`src/rtl/mem_port_arbiter_pkg.sv`:
```
// mem_port_arbiter_pkg: shared arbiter states, grant encodings and the fetch-error NOP
package mem_port_arbiter_pkg;
    typedef enum logic [1:0] {IDLE, BUSY_I, BUSY_D, RESP} state_e;
    localparam logic GNT_I = 1'b0;
    localparam logic GNT_D = 1'b1;
    localparam logic [31:0] NOP_INSN_DEF = 32'h0000_0013;
endpackage

```
`src/rtl/mem_port_arbiter.sv`:
```
// mem_port_arbiter: round-robin sharing of one memory port between fetch and load/store, with a hang watchdog
module mem_port_arbiter
    import mem_port_arbiter_pkg::*;
#(
    parameter int ADDR_W = 32,
    parameter int DATA_W = 32,
    parameter int WAIT_MAX = 255,
    parameter logic [DATA_W-1:0] NOP_INSN = NOP_INSN_DEF
) (
    input  logic              clk,
    input  logic              rst_n,
    input  logic              if_req,
    input  logic [ADDR_W-1:0] if_addr,
    output logic              if_done,
    output logic [DATA_W-1:0] if_rdata,
    output logic              if_err,
    input  logic              d_req,
    input  logic              d_we,
    input  logic [ADDR_W-1:0] d_addr,
    input  logic [DATA_W-1:0] d_wdata,
    input  logic [3:0]        d_wstrb,
    output logic              d_done,
    output logic [DATA_W-1:0] d_rdata,
    output logic              d_err,
    output logic              if_stall,
    output logic              d_stall,
    output logic              mem_req,
    output logic              mem_we,
    output logic [ADDR_W-1:0] mem_addr,
    output logic [DATA_W-1:0] mem_wdata,
    output logic [3:0]        mem_wstrb,
    input  logic              mem_ready,
    input  logic [DATA_W-1:0] mem_rdata
);
    localparam int CNT_W = $clog2(WAIT_MAX + 1);

    state_e            state_q;
    logic              last_gnt_q;
    logic [CNT_W-1:0]  cnt_q;
    logic              mem_req_q, mem_we_q, if_done_q, d_done_q, if_err_q, d_err_q;
    logic [ADDR_W-1:0] mem_addr_q;
    logic [DATA_W-1:0] mem_wdata_q, if_rdata_q, d_rdata_q;
    logic [3:0]        mem_wstrb_q;
    logic              win_d;
    logic              hung;

    // data wins when it is alone or when fetch had the previous grant
    assign win_d = d_req && (!if_req || last_gnt_q == GNT_I);
    assign hung = cnt_q == CNT_W'(WAIT_MAX);

    // arbitration FSM: grant, hold the port until ready or watchdog expiry, then one response cycle
    always_ff @(posedge clk or negedge rst_n) begin
        if (!rst_n) begin
            state_q     <= IDLE;
            last_gnt_q  <= GNT_D;
            cnt_q       <= '0;
            mem_req_q   <= 1'b0;
            mem_we_q    <= 1'b0;
            mem_addr_q  <= '0;
            mem_wdata_q <= '0;
            mem_wstrb_q <= '0;
            if_done_q   <= 1'b0;
            d_done_q    <= 1'b0;
            if_err_q    <= 1'b0;
            d_err_q     <= 1'b0;
            if_rdata_q  <= '0;
            d_rdata_q   <= '0;
        end else begin
            if_done_q <= 1'b0;
            d_done_q  <= 1'b0;
            case (state_q)
                IDLE: if (if_req || d_req) begin
                    state_q     <= win_d ? BUSY_D : BUSY_I;
                    last_gnt_q  <= win_d ? GNT_D : GNT_I;
                    cnt_q       <= '0;
                    mem_req_q   <= 1'b1;
                    mem_we_q    <= win_d && d_we;
                    mem_addr_q  <= win_d ? d_addr : if_addr;
                    mem_wdata_q <= win_d ? d_wdata : '0;
                    mem_wstrb_q <= win_d ? d_wstrb : 4'b0;
                end
                BUSY_I, BUSY_D: if (mem_ready || hung) begin
                    state_q   <= RESP;
                    mem_req_q <= 1'b0;
                    if (mem_ready) begin
                        mem_we_q    <= 1'b0;
                        mem_wstrb_q <= 4'b0;
                    end
                    if (state_q == BUSY_I) begin
                        if_done_q  <= 1'b1;
                        if_err_q   <= !mem_ready;
                        if_rdata_q <= mem_ready ? mem_rdata : NOP_INSN;
                    end else begin
                        d_done_q  <= 1'b1;
                        d_err_q   <= !mem_ready;
                        d_rdata_q <= mem_ready ? mem_rdata : '0;
                    end
                end else begin
                    cnt_q <= cnt_q + 1'b1;
                end
                default: state_q <= IDLE;
            endcase
        end
    end

    assign mem_req   = mem_req_q;
    assign mem_we    = mem_we_q;
    assign mem_addr  = mem_addr_q;
    assign mem_wdata = mem_wdata_q;
    assign mem_wstrb = mem_wstrb_q;
    assign if_done   = if_done_q;
    assign d_done    = d_done_q;
    assign if_err    = if_err_q;
    assign d_err     = d_err_q;
    assign if_rdata  = if_rdata_q;
    assign d_rdata   = d_rdata_q;
    assign if_stall  = if_req && !if_done_q;
    assign d_stall   = d_req && !d_done_q;
endmodule
```
`config.mk`:
```
export PLATFORM = sky130hd
export DESIGN_NAME = mem_port_arbiter
export DESIGN_NICKNAME = d
export VERILOG_FILES = /design/src/rtl/mem_port_arbiter_pkg.sv /design/src/rtl/mem_port_arbiter.sv
export SDC_FILE = /design/constraint.sdc
export NUM_CORES = 1
export LEC_CHECK = 0
export ABC_CLOCK_PERIOD_IN_PS = 2100
export BUFFER_PORTS_ARGS = -buffer_cell sky130_fd_sc_hd__buf_2
export CAP_MARGIN = 15
export CORE_ASPECT_RATIO = 2
export CORE_UTILIZATION = 47
export DETAILED_ROUTE_END_ITERATION = 8
export PLACE_DENSITY = 0.8
export SYNTH_ARGS = -nofsm -noshare
export SYNTH_HDL_FRONTEND = slang
export SYNTH_SLANG_ARGS = --single-unit
```
`constraint.sdc`:
```
create_clock -name clk -period 2.1 [get_ports clk]
set_clock_uncertainty 0.05 [all_clocks]
set_input_delay 0.42 -clock clk [delete_from_list [all_inputs] [get_ports clk]]
set_output_delay 0.42 -clock clk [all_outputs]
set_load 0.01 [all_outputs]
```
After elaboration in Yosys (flattened, before gate mapping). Cells that the tools add are included.

Add/subtract/negate cells: 1. Multiplexer cells: 30. Equal/unequal tests: 7. Bitwise operators: 2. Reductions and logical operators: 21.

Operators by type and width (number): 2-to-1 mux 32 bit (4); 2-to-1 mux 4 bit (4); 2-to-1 mux 8 bit (2); one-hot mux 8 bit (2 select lines) (1); 2-to-1 mux 1 bit (12); AND reduction 3 bit (4); adder 8 x 1 -> 8 bit (second input constant) (1); == test 8 bit (second input constant) (1); != test 2 bit (second input constant) (4); one-hot mux 4 bit (2 select lines) (1); 2-to-1 mux 2 bit (3); logical AND 1 bit (4); logical NOT 1 bit (4); one-hot mux 1 bit (2 select lines) (2); one-hot mux 2 bit (2 select lines) (1); AND reduction 2 bit (2); AND reduction 4 bit (1); logical OR 1 bit (3); == test 2 x 1 -> 1 bit (second input constant) (1); == test 2 bit (second input constant) (1); logical NOT 2 bit (1); NOT 1 bit (2); nonzero test 2 bit (1); OR reduction 2 bit (1).

Output and inout bits: 140. Input port bits: 138. Register bits after elaboration: 149.

Depth between registers and ports, before layout.
Depth in word-level cells: 6. Mapped depth: 8. Mapped depth without buffers: 6.

Worst setup path after synthesis. OpenSTA, ideal clock, no wires.

Path kind: register to register. From: reg state_q[1]. To: reg d_rdata_q[10] (netlist: d_rdata[10]). Cell stages (with the launch flop): 9. Path buffers: 2. Slack: 277 ps. Library setup time: 121 ps. Arrival time: 1652 ps. Path through: dfrtp_1 inv_1 ha_1 buf_2 inv_1 nor2_1 nand2_4 buf_6 a22o_1.

Longest elaborated chain between the ends: 3. Elaborated cells between the ends (all ways): 5. Those cells by class: 2 x eq/ne; 1 x bitwise; 2 x reduce/logical.

RTL lines: start, declared (line mem_port_arbiter.sv:37) `state_e state_q;`; start signal, assigned (line mem_port_arbiter.sv:73) `state_q <= win_d ? BUSY_D : BUSY_I;`; == test 2 x 1 -> 1 bit or == test 2 bit (tied branches) (line mem_port_arbiter.sv:71, mem_port_arbiter.sv:89); OR reduction 2 bit or NOT 1 bit (tied branches); AND reduction 3 bit (no line) *; end signal, assigned (line mem_port_arbiter.sv:96) `d_rdata_q <= mem_ready ? mem_rdata : '0;`; end, declared (line mem_port_arbiter.sv:42) `logic [DATA_W-1:0] mem_wdata_q, if_rdata_q, d_rdata_q;`.

Every way passes the cells marked *; elsewhere a longest branch is shown, timed or not. A chain may end at the register's enable or synchronous reset.

Worst setup path after layout.
From: reg cnt_q[0]. To: reg cnt_q[5].

Longest elaborated chain between the ends: 4. Elaborated cells between the ends (all ways): 7. Those cells by class: 1 x add/sub; 2 x eq/ne; 2 x mux; 2 x reduce/logical.

RTL lines: start, declared (line mem_port_arbiter.sv:39) `logic [CNT_W-1:0] cnt_q;`; start signal, assigned (line mem_port_arbiter.sv:99) `cnt_q <= cnt_q + 1'b1;`; parallel branches: the longest is 4 deep, another holds adder 8 x 1 -> 8 bit.

Several ways; the timed one is not identified. The select of a mux whose other input is x is not followed.

==> parameters.txt <==
Parameter                              Value

Outcome
  Outcome    finished, final reports clean

Cells and area
  P&R area growth vs syn    37.59%
  ANT cells    0
  Most frequent cells in the layout    276 x buf_2, 148 x dfrtp_1, 98 x a22o_1
  Layout Nets    ~900
  Fraction of final layout cells with drive strength greater than 1    0.4456
  Most frequent standard cell in the layout excluding fill and tap cells    buf_2
  Fraction of the core area covered by cells at the end of the flow    0.6592
  Design Area, Final    ~8300 um2

Detailed routing
  WL/cell    between 15 and 20 um
  Drt initial violations    ~220
  DR vias    around 4,900
  Count of unresolved DRC violations after routing    0
  Via/cell ratio    between 5 and 6
  Wirelength, routed    16.83 mm
  Router iterations before antenna repair    4
  Antenna violation net count after detailed routing    0

Floorplan
  Die span in x    81.99 um
  Number of placement rows    58
  Die Y    162.0 um
  Effective utilization at floorplan    0.4791
  Full die area    roughly 13,000 um2
  Std-Cell Core Area    12,550 um2
  Count of pins on the block boundary    278

Logic synthesis
  Synthesis-stage register bit count    between 100 and 150
  Distinct cell type count of the synthesized netlist    46
  Number of nets in the synthesized netlist    612
  Summed instance area of the synthesized netlist    approximately 6000 um2
  Number of instances in the synthesized netlist    470
  Basic-gate share of the synthesized area counting and, or, nand and nor cells    0.06532
  Average instance area after synthesis    12.80 um2
  Dominant combinational cell family by area after synthesis    compound AO/OA/AOI/OAI gates
  Compound-Gate Fraction of Synth Area    0.2122
  Mux share of post-synthesis cell area    0.05492
  Post-synthesis xor/xnor area fraction    0
  Area share of fa/ha/maj cells after synthesis    0.008321
  Seq/Total Area, Yosys    0.6201
  Number of warnings issued by yosys    0

GRT
  Via count of the first global-routing pass    4,830
  Gr usage total    0.2548
  Met1 track utilization from global routing    0.2882
  Maximum number of pins on one net before global-route repair    98
  Global routing usage on met2    0.4406
  Antenna violations before repair    0
  Wire length of the first global-routing pass    24.99 mm
  Busiest grt layer    met2
  GRT met3 Usage    0.08258
  Final global-route overflow total    0

STA
  Final hold vios    0
  Max frequency    509.3 MHz
  Total negative slack for setup checks    0 ns
  Final setup violation count    0
  Worst rel slew slack    0.7400
  Measured slew at the worst slew-check pin    ~0.39 ns
  Fraction of the cycle the final worst path needs    0.9350
  Shortest clock period the worst path allows after layout    1.964 ns
  Setup repair after global routing missed its margin    false
  Final count of pins violating max slew    0
  Final Hold Slack    0.1698 ns

Placement
  HPWL Detailed    approximately 12 mm
  Cell area after placement    roughly 7600 um2
  RD Place Congestion    0.8160
  Input/output buffers    277

Setup path
  Worst-path fanout max    6
  Required time worst endpoint    2.35 ns
  Critical path launch point type    flop
  Worst setup path category    reg2reg
  WP data arrival    approximately 2.2 ns
  CP Capture Type    flop

Power and ir drop
  Maximum resistive drop on vdd    1.141 mV
  PwrDens    1608 nW/um2
  Total power    around 13,000 uW
  Lkg Pwr    0.004380 uW

Clock network
  CTS Sinks    149
  Worst-Skew Late Latency    0.41 ns
  Reg clk slew, reported paths    0.07 ns
  TritonCTS clock tree    yes
  CTS Buffer Depth    2
  Clock tree root driver cell    clkbuf_16
  Number of CTS-inserted buffers    17
  Maximum level of the CTS H-tree    4
  Postcts setup bufs    0

Flow run
  Number of maximum-capacitance constraint violations    0

Min path
  Kind of path behind the tightest hold check    in2reg
[area by class of cell]
| type | count | area (um2) |
|---|---|---|
| Fill cell | 986 | 4279 |
| Timing Repair Buffer | 296 | 1613 |
| Clock buffer | 17 | 425.4 |
| Tap cell | 150 | 187.7 |
| Multi-Input combinational cell | 280 | 2088 |
| Sequential cell | 149 | 3730 |
| Inverter | 6 | 22.52 |
| Clock inverter | 15 | 209.0 |
[synth_stat cells (all sizes together)]
cell type / number / area, um2
dfrtp: 148 / 3704
a22o: 98 / 858.3
nand2: 40 / 157.6
o21ai: 36 / 180.2
mux2i: 33 / 330.3
buf: 22 / 160.1
clkbuf: 14 / 52.55
nor2: 13 / 48.80
a21oi: 7 / 38.79
inv: 6 / 22.52
nand3: 6 / 42.54
a221o: 4 / 40.04
ha: 4 / 50.05
a21o: 3 / 30.02
a31oi: 3 / 18.77
and3: 3 / 18.77
nand4: 3 / 18.77
nor3: 3 / 15.01
o22a: 3 / 26.28
nor2b: 2 / 12.51
nor3b: 2 / 15.01
nor4b: 2 / 17.52
a2111oi: 1 / 27.53
a211oi: 1 / 7.510
a21boi: 1 / 7.510
a32oi: 1 / 8.760
and2: 1 / 6.260
and3b: 1 / 8.760
and4: 1 / 10.01
dfstp: 1 / 26.28
nand2b: 1 / 6.260
nand4b: 1 / 8.760
o22ai: 1 / 6.260
o2bb2ai: 1 / 8.760
o31a: 1 / 8.760
o41ai: 1 / 8.760
or2: 1 / 6.260
[worst max-delay path, cell delays in order (launching register included)]
cell	delay (ns)
dfrtp_1	0.44
ha_1	0.27
and3_1	0.22
buf_4	0.17
a2111oi_4	0.37
nor2_1	0.08
a221o_1	0.25
[final timing paths]
kind	startpoint	endpoint	slack (ns)	cells past startpoint
min in group asynchronous	rst_n	d_rdata[28]	0.42	2
setup / recovery	cnt_q[0]	cnt_q[5]	0.14	6
max in group asynchronous	rst_n	cnt_q[1]	0.95	3
setup reg to reg	cnt_q[0]	cnt_q[5]	0.14	6
hold reg to reg	mem_addr[9]	mem_addr[9]	0.43	2
hold / removal	d_wdata[26]	mem_wdata[26]	0.17	2
[through the flow]
step | instances | setup WS (ns)
3_5_place_dp | 879 | 0.1360
3_3_place_gp | 879 | 0.1898
2_1_floorplan | 470 | 0.2771
4_1_cts | 912 | 0.1160
5_1_grt | 913 | 0.02652
6_report | 913 | 0.1364
[logic make-up after synthesis]
group,after synthesis
AOI/OAI and AO/OA,162
muxes,33
and+or+nand+nor,80
DFF,149
buffers and inverters,42
adders and majority gates,4
[state kept, by name, indices dropped and copies added, names as in the netlist]
name,count
d_done,1
last_gnt_q,1
d_rdata,32
d_err,1
state_q,2
mem_addr,32
if_rdata,32
mem_wdata,32
cnt_q,8
if_err,1
mem_we,1
if_done,1
mem_req,1
mem_wstrb,4
[power by group]
group,switching (uW),internal [uW]
Sequential,707,4110
Clock,1300,1930
Combinational,2900,2360
[repair_timing]
item	CTS	global route
setup endpoints to repair	0	32
hold endpoints to repair	39	0
gates resized for setup	0	2
hold buffers	1	0
[layer usage]
layer | vias up | wire length [um]
li1 | 2313 | -
met1 | 2395 | 6307
met2 | 221 | 8871
met3 | 13 | 1393
met4 | 0 | 258
met5 | - | 0
Power figures use the tool's default switching activity.
